[src/rtl/pwm_sample_decoder.sv]
// -----------------------------------------------------------------------------
// pwm_sample_decoder
//
// Receive-side PWM decoder. It measures how many ticks an incoming PWM waveform
// is high during one frame of 2^W ticks, and from that count it rebuilds the
// W-bit sample that produced the waveform. Frames are locked to the first
// rising edge that arrives while the decoder is enabled. After that, frames
// follow one another with no gap. A rising edge that arrives away from a frame
// boundary discards the current partial frame and starts a new frame on that
// edge.
//
// Optional build macro:
//   PWM_GLITCH_FILT_EN - adds a 3-tap majority filter, clocked by tick_en,
//                        between the synchroniser and the edge detector /
//                        high counter. It rejects single-tick glitches and
//                        adds one tick of latency.
//
// Ports:
//   clk          in   system clock
//   rst_n        in   asynchronous active-low reset
//   tick_en      in   PWM tick strobe; all frame counting advances only on it
//   pwm_in       in   asynchronous PWM waveform
//   enable       in   decoder enable; 0 forces IDLE
//   sample       out  [W-1:0] last decoded high-tick count
//   sample_valid out  one-clock pulse when sample updates
//   sat          out  frame was high for all 2^W ticks (sample clipped)
//   sync_err     out  one-clock pulse on a misaligned rising edge
//   locked       out  high while measuring
//
// States:
//   ST_IDLE    | waiting for an enabled rising edge; counters held at 0
//   ST_MEASURE | counting ticks of back-to-back frames
// -----------------------------------------------------------------------------
module pwm_sample_decoder #(
  parameter int W           = 7,
  parameter int SYNC_STAGES = 2   // minimum 2
) (
  input  logic         clk,
  input  logic         rst_n,
  input  logic         tick_en,
  input  logic         pwm_in,
  input  logic         enable,
  output logic [W-1:0] sample,
  output logic         sample_valid,
  output logic         sat,
  output logic         sync_err,
  output logic         locked
);

  typedef enum logic {ST_IDLE, ST_MEASURE} state_t;

  localparam logic [W-1:0] LAST_TICK = '1;

  state_t                 state_q, state_d;
  logic [SYNC_STAGES-1:0] sync_q;
  logic                   pwm_s;
  logic                   pwm_f;
  logic                   prev_q;
  logic                   rise;
  logic [W-1:0]           period_q, period_d;
  logic [W:0]             high_q, high_d;
  logic [W:0]             high_inc;
  logic [W-1:0]           sample_q, sample_d;
  logic                   sat_q, sat_d;
  logic                   valid_q, valid_d;
  logic                   err_q, err_d;

  // Input synchroniser. It always clocks, independent of tick_en.
  always_ff @(posedge clk or negedge rst_n) begin
    if (!rst_n) begin
      sync_q <= '0;
    end else begin
      sync_q <= {sync_q[SYNC_STAGES-2:0], pwm_in};
    end
  end

  assign pwm_s = sync_q[SYNC_STAGES-1];

`ifdef PWM_GLITCH_FILT_EN
  // Majority of the current and the two previous tick samples. A single-tick
  // pulse never wins the vote. Clean edges come out delayed by exactly one tick.
  logic [1:0] tap_q;

  always_ff @(posedge clk or negedge rst_n) begin
    if (!rst_n) begin
      tap_q <= '0;
    end else if (tick_en) begin
      tap_q <= {tap_q[0], pwm_s};
    end
  end

  assign pwm_f = (pwm_s & tap_q[0]) | (pwm_s & tap_q[1]) | (tap_q[0] & tap_q[1]);
`else
  assign pwm_f = pwm_s;
`endif

  // The edge-detect history advances on ticks only, so a rising edge is seen
  // on exactly one tick.
  always_ff @(posedge clk or negedge rst_n) begin
    if (!rst_n) begin
      prev_q <= 1'b0;
    end else if (tick_en) begin
      prev_q <= pwm_f;
    end
  end

  assign rise     = pwm_f & ~prev_q;
  assign high_inc = high_q + {{W{1'b0}}, pwm_f};

  always_comb begin
    state_d  = state_q;
    period_d = period_q;
    high_d   = high_q;
    sample_d = sample_q;
    sat_d    = sat_q;
    valid_d  = 1'b0;
    err_d    = 1'b0;

    case (state_q)
      ST_IDLE: begin
        period_d = '0;
        high_d   = '0;
        // The edge tick is tick 0 of the frame, and it counts as high.
        if (enable && tick_en && rise) begin
          state_d  = ST_MEASURE;
          period_d = W'(1);
          high_d   = (W+1)'(1);
        end
      end

      ST_MEASURE: begin
        if (!enable) begin
          state_d  = ST_IDLE;
          period_d = '0;
          high_d   = '0;
        end else if (tick_en) begin
          // An edge on the frame-start tick is expected. An edge on the
          // frame-end tick is accepted as well: that frame finishes normally.
          if (rise && (period_q != '0) && (period_q != LAST_TICK)) begin
            err_d    = 1'b1;
            period_d = W'(1);
            high_d   = (W+1)'(1);
          end else begin
            period_d = period_q + W'(1);
            if (period_q == LAST_TICK) begin
              valid_d  = 1'b1;
              sat_d    = high_inc[W];
              sample_d = high_inc[W] ? '1 : high_inc[W-1:0];
              high_d   = '0;
            end else begin
              high_d   = high_inc;
            end
          end
        end
      end

      default: begin
        state_d  = ST_IDLE;
        period_d = '0;
        high_d   = '0;
      end
    endcase
  end

  always_ff @(posedge clk or negedge rst_n) begin
    if (!rst_n) begin
      state_q  <= ST_IDLE;
      period_q <= '0;
      high_q   <= '0;
      sample_q <= '0;
      sat_q    <= 1'b0;
      valid_q  <= 1'b0;
      err_q    <= 1'b0;
    end else begin
      state_q  <= state_d;
      period_q <= period_d;
      high_q   <= high_d;
      sample_q <= sample_d;
      sat_q    <= sat_d;
      valid_q  <= valid_d;
      err_q    <= err_d;
    end
  end

  assign sample       = sample_q;
  assign sat          = sat_q;
  assign sample_valid = valid_q;
  assign sync_err     = err_q;
  assign locked       = (state_q == ST_MEASURE);

endmodule

[config.mk]
export PLATFORM = sky130hd
export DESIGN_NAME = pwm_sample_decoder
export DESIGN_NICKNAME = d
export VERILOG_FILES = /design/src/rtl/pwm_sample_decoder.sv
export SDC_FILE = /design/constraint.sdc
export NUM_CORES = 1
export LEC_CHECK = 0
export ABC_AREA = 1
export CAP_MARGIN = 10
export CORE_MARGIN = 2
export CORE_UTILIZATION = 58
export DETAILED_ROUTE_END_ITERATION = 16
export PLACE_DENSITY = 0.82
export SLEW_MARGIN = 10
export SYNTH_ARGS = -nofsm -noshare
export SYNTH_HDL_FRONTEND = slang
export SYNTH_SLANG_ARGS = --single-unit
[constraint.sdc]
create_clock -name clk -period 4.1 [get_ports clk]
set_input_delay 1.23 -clock clk [delete_from_list [all_inputs] [get_ports clk]]
set_output_delay 1.23 -clock clk [all_outputs]
set_load 0.005 [all_outputs]
Word level (Yosys, flattened, before mapping)
Cells that the tools add are included.
{ "word_totals": {"out_inout_bits": 11, "mem_bits_rw": 0, "memories": 0, "latch_bits": 0, "rom_bits": 0, "regBits": 29} }
{ "classes": {"n_shift": 0, "magnitude_cmp": 0, "eq_ne": 3, "reduce_logical": 6, "n_addsub": 2, "n_bitwise": 4, "mux": 24, "div": 0, "multipliers": 0} }
{ "ops": {"columns": ["cell", "count"], "rows": [
  ["8-bit two-way mux", 4],
  ["7-bit two-way mux", 4],
  ["8-bit case mux with 2 select lines", 1],
  ["7-bit case mux with 2 select lines", 1],
  ["1-bit two-way mux", 13],
  ["8-bit by 1-bit adder with 8-bit output", 1],
  ["7-bit by 1-bit adder with 7-bit output (second input constant)", 1],
  ["7-bit == test (second input constant)", 1],
  ["7-bit inequality test (second input constant)", 1],
  ["7-bit nonzero test", 1],
  ["5-bit AND reduction", 1],
  ["1-bit logical AND", 4],
  ["3-bit inequality test (second input constant)", 1],
  ["1-bit inverter", 3],
  ["1-bit case mux with 2 select lines", 1],
  ["1-bit bitwise AND", 1]
]} }

Depth between registers and ports, before layout
{ "depth": {"word_depth": 8, "depth_mapped": 10} }

Worst setup path after synthesis
No wires, ideal clock.
{ "synth_path": {"kind": "input-to-reg", "start": "input tick_en", "end": "register high_q[2]", "path_stages": 6, "arrival_time_ps": 1775, "setup_slack_ps": 2242, "n_path_buf": 0, "setup_time_ps": 83, "t_required_ps": 4017, "path_cell_list": "nand3_4 -> inv_1 -> nand3_1 -> inv_1 -> nand2_1 -> o21ai_0"} }
{ "synth_via": {"elab_chain_len": 1} }
{ "synth_rtl": {"columns": ["item", "line", "text"], "rows": [
  ["from (decl)", "40", "input logic tick_en,"],
  ["3-bit inequality test (no source line)", null, null],
  ["to (signal assigned)", "177", "high_q <= high_d;"],
  ["to (decl)", "61", "logic [W:0] high_q, high_d;"]
]} }
Every way passes these cells.
A chain may end at the register's enable or synchronous reset.

Worst setup path in the final report
{ "layout_path": {"start": "register state_q (netlist: locked)", "end": "output locked"} }
{ "layout_rtl": {"columns": ["item", "line", "text"], "rows": [
  ["from (decl)", "54", "state_t state_q, state_d;"],
  ["from (signal assigned)", "175", "state_q <= state_d;"],
  ["to (decl)", "47", "output logic locked"]
]} }
No word-level cell between the ends.

==> flow_summary.toml <==
[run_status]
status = "complete, no violations"

[placement]
place_congestion = 0.860
placed_cells = 201
io_buffer_count = 15
dp_hpwl_mm = 1.92

[synth]
yosys.area.top_type = "dfrtp_1"
syn_inst = 157
synth_top_family_by_area = "simple AND/OR/NAND/NOR gates"
ys_seq_area_share_pct = 51.8
synth_xor_area_share_pct = 5.00
synth_warnings = 0
synth_top_area_share_pct = 51.8
synth_area_sq_um = 1400
synth_compound_area_share_pct = 6.52
ys_ff_latch = 29
synthTopCellsByArea = "dfrtp_1 52%, nand2_1 8.8%, nor2_1 7.8%"
ys_types = 21
synthMuxAreaShare_pct = 0
syn_nets = 166
synth_fa_ha_area_share_pct = 3.57
avgSynthCellArea_sq_um = 8.93
yosys.area_share.simple_pct = 28.3

[final_layout]
n_antenna_cell = 0
nets = 189
most-common-layout-cells = "33 x nand2_1, 29 x nor2_1, 29 x dfrtp_1"
syn_to_final_growth_pct = 19.8
layout_commonest_cell = "nand2_1"
drive_above_1_share_pct = 10.5
fin_cells = 209

[timing]
fin_crit_sh_pct = 61.0
slew-limit-headroom_pct = 76.9
tightest_slew_ns = 0.347
holdWs_ns = 0.361
post-route-min-period_ns = 2.50
tns_ns = 0
setup_viol = 0
rsz0062_at_grt = "false"
drv_slew = 0
hold_viol = 0
max_freq_ghz = 0.400
final.setup_skew_ns = 0.0176

[global_route]
grt_overflow = 0
antenna_found_initial = 0
grt_pass1_wl_mm = 4.52
grt_pass1_vias = 1060
grt_usage_pct = 23.7
grt_max_degree = 30

[worst_setup_path]
crit_type = "register to primary output"
max_stage_delay_ns = 0.53
crit_family = "buffers and inverters"
cp_slowest_cell = "clkdlybuf4s50_1"
cp-end-kind = "primary output"
crit_buf_inv = 1
crit_chain = "clkdlybuf4s50_1"
crit_arrival_ns = 1.27
worstPathRequired_ns = 2.87
cp-start-kind = "register"
worst-path-max-fanout = 4

[floorplanning]
dieArea_sq_um = 2830
num_io_pins = 16
row_count = 17
core_region_area_sq_um = 2250
initial_core_util_pct = 62.2
die_y_um = 53.2
chipWidth_um = 53.2

[hold_path]
hold_path.class = "register to register"

[power_and_ir_drop]
powerDensity_nw_per_um2 = 334
power.leakage_nw = 0.832
ir_drop_mv = 0.374

[clock_tree]
cts_buffers = 5
cts_buffer_depth = 2
cts_resized = 0
ctsHoldBuffers = 0
cts_tree = "yes"
clock_sinks = 29
clockRootBuffer = "clkbuf_4"
worstSkewPairLatency_ns = 0.33
clk_pin_slew_worst_paths_ns = 0.09
h-tree-depth = 2
postCtsSetupBuffers = 0

[detailed_routing]
viasPerCell = 5.28
remaining_drc_errors = 0
dr_wl_met2_mm = 1.29
detail-route-antenna-nets = 0
drt-initial-drc-count = 27
routed_wl_mm = 2.63
top_layer_used = "met4"
wire_per_inst_um = 12.6
dr.pass1.iters = 4
met3_length_um = 141
wl_met1_mm = 1.12
vias = 1103

[job]
maxCapViolCount = 0
## stage by stage
step / power, mW / area (sq um) / worst slack (ns) / utilization (%)
3_3_place_gp: 0.324 / 1590 / 1.49 / 70.7
5_1_grt: 0.584 / 1680 / 1.54 / 74.5
3_5_place_dp: 0.326 / 1590 / 1.43 / 70.7
4_1_cts: 0.565 / 1680 / 1.57 / 74.5
2_1_floorplan: 0.309 / 1400 / 2.24 / -
6_report: 0.561 / 1680 / 1.60 / 74.5
## flip-flops by register name, indices dropped and copies added, names as in the netlist, 2 cells and up
| register | count |
|---|---|
| high_q | 8 |
| period_q | 7 |
| sample | 7 |
| sync_q | 2 |
## worst paths after layout
check / startpoint / endpoint / slack (ns) / cells after the start
max: locked / locked / 1.60 / 1
min: sync_q[0] / sync_q[1] / 0.36 / 0
max reg2reg: period_q[0] / sample[3] / 2.48 / 8
min reg2reg: sync_q[0] / sync_q[1] / 0.36 / 0
max in group asynchronous: rst_n / period_q[2] / 2.56 / 2
min in group asynchronous: rst_n / high_q[7] / 1.27 / 2
## worst reg2reg max path, stage by stage (launching register included)
cell and delay (ns):
dfrtp_1 0.45, ha_1 0.26, nand2_2 0.09, nor2_4 0.14, nand2_4 0.10, nor2_8 0.18
nand3_4 0.13, inv_2 0.11, a21oi_1 0.07
## cell usage after synthesis (all sizes together)
cell   count
nand2     35
nor2      33
dfrtp     29
inv       18
nand3     11
a21oi      6
o21ai      6
xor2       5
ha         4
o22ai      4
xnor2      3
nand4      2
a31oi      1
## layout make-up
class	count	area, sq um
clock buffer	7	55.1
clock inverter	1	30.0
fill	164	576
inverter	18	67.6
multi-input combinational	110	608
sequential	29	726
tap	28	35.0
timing repair buffer	16	158
## cell families (layout without fill, tap and decap cells)
family,Yosys count,in the layout
simple gates,81,81
xor+xnor,8,8
buf+inv,18,42
compound gates,17,17
flops,29,29
fa+ha+maj,4,4
## metal layers
| layer | track usage [%] | up-vias |
|---|---|---|
| li1 | - | 542 |
| met1 | 27.6 | 525 |
| met2 | 37.1 | 29 |
| met3 | 8.76 | 7 |
| met4 | 14.1 | 0 |
| met5 | 0 | - |
## report_power, final
part	switching [mW]	internal, mW
Sequential	0.00321	0.290
Clock	0.0965	0.146
Combinational	0.0167	0.00978
(Power assumes the default switching activity.)
==> edit 1 (same settings) <==
Set the parameter `W` to 14 (it was 7).
--- a/src/rtl/pwm_sample_decoder.sv
+++ b/src/rtl/pwm_sample_decoder.sv
@@ -33,5 +33,5 @@
 // -----------------------------------------------------------------------------
 module pwm_sample_decoder #(
-  parameter int W           = 7,
+  parameter int W           = 14,
   parameter int SYNC_STAGES = 2   // minimum 2
 ) (
Interface: changed (resized sample); port bits go from 16 to 23. The function was not compared with the original's and may differ.
==> edit 1 against the unedited design <==
- routed wire length rose by 83%
- synthesized area rose by 87%
- final area grew 77%
- sequential cell count grew 21
- worst setup slack got worse by 0.35 ns
- power up 48%
- count of clock-buffer cells in the layout down 1
- combinational power grew 33%
- non-clock buffer count grew 7
- largest power group unchanged
==> edit 1: results (changes against the unedited design) <==
outcome=completed (unchanged); P_leak=0.001479 uW (was 0.0008316 uW); Multi-In Gates=231 (was 110); inverters=40 (was 18); Non-clock buffering overhead=7.488% (was 9.389%); final-layout fill cell count=370 (was 164); Synth Area in Compound Gates=5.198% (was 6.518%); final RePlAce weighted congestion=0.8596 (was 0.8604); post-synthesis adder-cell area fraction=1.907% (was 3.571%); Clock Skew=0.01198 ns (was 0.01764 ns); max reg flops=15 (was 8); HPWL after detailed placement=3468 um (was 1920 um); I/O Buffers=22 (was 15); Non-clock buffers=23 (was 16); vias in the first global route=2,029 (was 1,060); Synth cell types=29 (was 21); sw power=189.2 uW (was 116.4 uW); clock network latency to the later pin of the worst-skew pair=0.30 ns (was 0.33 ns); Syn Nets=335 (was 166); Root Buffer=clkbuf_8 (was clkbuf_4); GRT Overall Usage=21.51% (was 23.69%); Synth top cells by count=nand2_1 (78), nor2_1 (63), dfrtp_1 (50), inv_1 (40), xor2_1 (16) (was nand2_1 (33), dfrtp_1 (29), nor2_1 (29), inv_1 (16), nand3_1 (8)); share of layout cells above drive strength 1=8.239% (was 10.50%); sequential logic power=501 uW (was 293 uW); Via density=5.045 (was 5.278); # clk buffers=6 (was 7); DR WL/cell=11.93 um (was 12.60 um); global-route wire length before repair=8680 um (was 4519 um)
## edit 1: worst paths after layout
path | from | end | slack [ns] | depth (start not counted)
max | enable | period_q[8] | 1.24 | 9
min | sync_q[0] | sync_q[1] | 0.36 | 0
max reg2reg | period_q[0] | sample[1] | 2.08 | 8
min reg2reg | sync_q[0] | sync_q[1] | 0.36 | 0
max in group asynchronous | rst_n | period_q[5] | 2.32 | 1
min in group asynchronous | rst_n | sample[9] | 1.11 | 1
## edit 1: through the flow
stage               setup WS, ns  hold WS, ns  power [uW]  instance area (sq um)
floorplan                  1.860       0.3312       525.7                   2624
global placement           1.003       0.3335       545.1                   2879
detailed placement        0.9605       0.3373       546.2                   2879
CTS                        1.250       0.3588       844.2                   2974
global route               1.077       0.3755       862.3                   2974
finish                     1.244       0.3561       832.5                   2974
## edit 1: layer usage
metal	vias up	global-route usage (%)	share of wire [%]
met5	-	0	0
li1	1058	-	-
met3	7	3.797	3.4
met4	0	8.176	1.5
met1	938	26.85	45
met2	35	37.35	50
==> edit 2 (config.mk and constraints unchanged) <==
Without the edit above. Register the inputs `pwm_in` and `enable` before use, without a reset. The logic sees them one clock later. The other inputs are not delayed to match.
--- a/src/rtl/pwm_sample_decoder.sv
+++ b/src/rtl/pwm_sample_decoder.sv
@@ -52,4 +52,12 @@
   localparam logic [W-1:0] LAST_TICK = '1;
 
+  logic pwm_q;
+  logic enable_q;
+
+  always_ff @(posedge clk) begin
+    pwm_q    <= pwm_in;
+    enable_q <= enable;
+  end
+
   state_t                 state_q, state_d;
   logic [SYNC_STAGES-1:0] sync_q;
@@ -71,5 +79,5 @@
       sync_q <= '0;
     end else begin
-      sync_q <= {sync_q[SYNC_STAGES-2:0], pwm_in};
+      sync_q <= {sync_q[SYNC_STAGES-2:0], pwm_q};
     end
   end
@@ -122,5 +130,5 @@
         high_d   = '0;
         // The edge tick is tick 0 of the frame, and it counts as high.
-        if (enable && tick_en && rise) begin
+        if (enable_q && tick_en && rise) begin
           state_d  = ST_MEASURE;
           period_d = W'(1);
@@ -130,5 +138,5 @@
 
       ST_MEASURE: begin
-        if (!enable) begin
+        if (!enable_q) begin
           state_d  = ST_IDLE;
           period_d = '0;
Behaviour: not the same (a bounded check fails within 4 cycles, from zero or initial values and one cycle with rst_n low).
==> edit 2 against the unedited design <==
- power grew 4.7%
- highest routed layer unchanged
- routed wire length grew 2.1%
- synthesized area grew 4.9%
- die area grew 4.5%
- largest power group unchanged
- worst setup slack lost 0.034 ns
- sequential share of layout area grew 1.0 points
- sequential cell count grew 2
- final area grew 3.1%
==> edit 2: results (changes against the unedited design) <==
hold_sp=pwm_q (was sync_q[0]); Synth warnings=0 (unchanged); Top delay family on crit path=buffers and inverters (unchanged); reg2reg start=period_q[0] (unchanged); CP Data Arrival Time=1.31 ns (was 1.27 ns); Synth top cells by count=dfrtp_1 (29), nand2_1 (25), nor2_1 (20), inv_1 (17) (was nand2_1 (33), dfrtp_1 (29), nor2_1 (29), inv_1 (16), nand3_1 (8)); Synth area leaders=dfrtp_1 (49%), nand2_1 (6.4%), nor2_1 (5.1%) (was dfrtp_1 (52%), nand2_1 (8.8%), nor2_1 (7.8%)); deepest clock path buffer count=2 (unchanged); final-layout fill cell count=183 (was 164); Largest Register=high_q (unchanged); GRT Overall Usage=22.03% (was 23.69%); Post-CTS Resized=0 (unchanged); layout net count=183 (was 189); Max IR drop VDD=302.7 uV (was 373.8 uV); share of layout cells above drive strength 1=12.00% (was 10.50%); R2R Path End=sample[5] (was sample[3]); Synth cell types=25 (was 21); outcome=completed (unchanged); largest net degree at the start of global routing=30 (unchanged); Endpoint, Worst Hold=sync_q[0] (was sync_q[1]); reg2reg path depth=8 (unchanged); CTS buffer count=5 (unchanged); global-route wire length before repair=4554 um (was 4519 um); final RePlAce weighted congestion=0.8756 (was 0.8604); Worst R2R Setup Slack=between 2 and 2.5 ns; HPWL after detailed placement=2078 um (was 1920 um); CP max stage delay=0.53 ns (about the same); post-synthesis sequential area ratio=52.09% (was 51.79%); post-synthesis adder-cell area fraction=3.404% (was 3.571%); vias in the first global route=1,098 (was 1,060); Slowest cell on crit path=clkdlybuf4s50_1 (unchanged); critical path peak fanout=4 (unchanged); Clock Skew=0.01285 ns (was 0.01764 ns); Synth Area in Compound Gates=9.957% (was 6.518%); initial antenna violation count=0 (unchanged); Via density=5.351 (was 5.278); clock network latency to the later pin of the worst-skew pair=0.33 ns (about the same); clk slew on worst S/H paths=0.10 ns; DR iter-0 viols=36 (was 27); detailed-route wire length=2689 um (was 2634 um); Root Buffer=clkbuf_4 (unchanged); CTS H-Tree Depth=2 (unchanged); worst hold path type=flip-flop to flip-flop (unchanged); WHS Path Cells=0 (unchanged); antenna cell count=0 (unchanged); Syn Nets=161 (was 166); Async SR Flop Fraction=93.55% (was 100.0%); P_leak=0.0008131 uW (was 0.0008316 uW); multiplexer share of the synthesized area=0% (unchanged); Max-slew headroom=75.63% (was 76.85%); XOR/XNOR Fraction of Synth Area=5.957% (was 5.000%); DRT Pass-1 Iters=4 (unchanged); Synth Flop Type=dfrtp_1 (unchanged); max reg flops=8 (unchanged); Setup Fix Bufs, Post-CTS=0 (unchanged); I/O Buffers=15 (unchanged)
edit 2: power breakdown:
part | internal (uW) | total (uW) | switching, uW
logic | 9.94 | 27.0 | 17.1
registers | 310 | 314 | 4.14
clock network | 144 | 247 | 102
total | 464 | 588 | 124
edit 2: per-stage QoR:
step | hold WS [ns] | cell area [sq um] | total power [uW] | cells | setup slack (ns)
floorplan | 0.3163 | 1470 | 331.4 | 152 | 2.254
global placement | 0.3255 | 1645 | 346.6 | 197 | 1.479
detailed placement | 0.3307 | 1645 | 347.8 | 197 | 1.418
CTS | 0.3491 | 1732 | 594.0 | 205 | 1.557
global route | 0.3540 | 1732 | 610.1 | 205 | 1.518
finish | 0.3449 | 1732 | 587.9 | 205 | 1.564
edit 2: cell families after synthesis:
logic type                 Yosys count
xor gates and xnor gates            10
DFF                                 31
adders and majority gates            4
and+or+nand+nor                     65
buffers and inverters               19
AOI/OAI and AO/OA                   23
edit 2: layout make-up:
type / count / area [sq um] / share of cell area, %
flip-flops and latches: 31 / 765.7 / 44.22
multi-input cells: 102 / 616.8 / 35.62
repair buffers: 16 / 157.7 / 9.104
inverters: 18 / 67.56 / 3.902
clock buffers: 6 / 51.30 / 2.962
well taps: 30 / 37.54 / 2.168
clock inverters: 2 / 35.03 / 2.023
edit 2: routing by layer:
layer  share of wire, %  global-route usage, %  vias up  wire (um)
li1                   -                      -      539          -
met1                 42                  25.71      517       1130
met2                 51                  36.75       35       1375
met3                5.2                  6.011        6        139
met4                1.6                  11.67        0         44
met5                  0                      0        -          0
edit 2: worst max path at each step:
stage             from        end  slack, ns  depth (start not counted)
2_1_floorplan  tick_en  sample[4]       2.25                          5
3_3_place_gp   tick_en  sample[5]       1.48                          6
3_5_place_dp   tick_en  high_q[3]       1.42                          5
4_1_cts         locked     locked       1.56                          1
5_1_grt         locked     locked       1.52                          1
6_report        locked     locked       1.56                          1
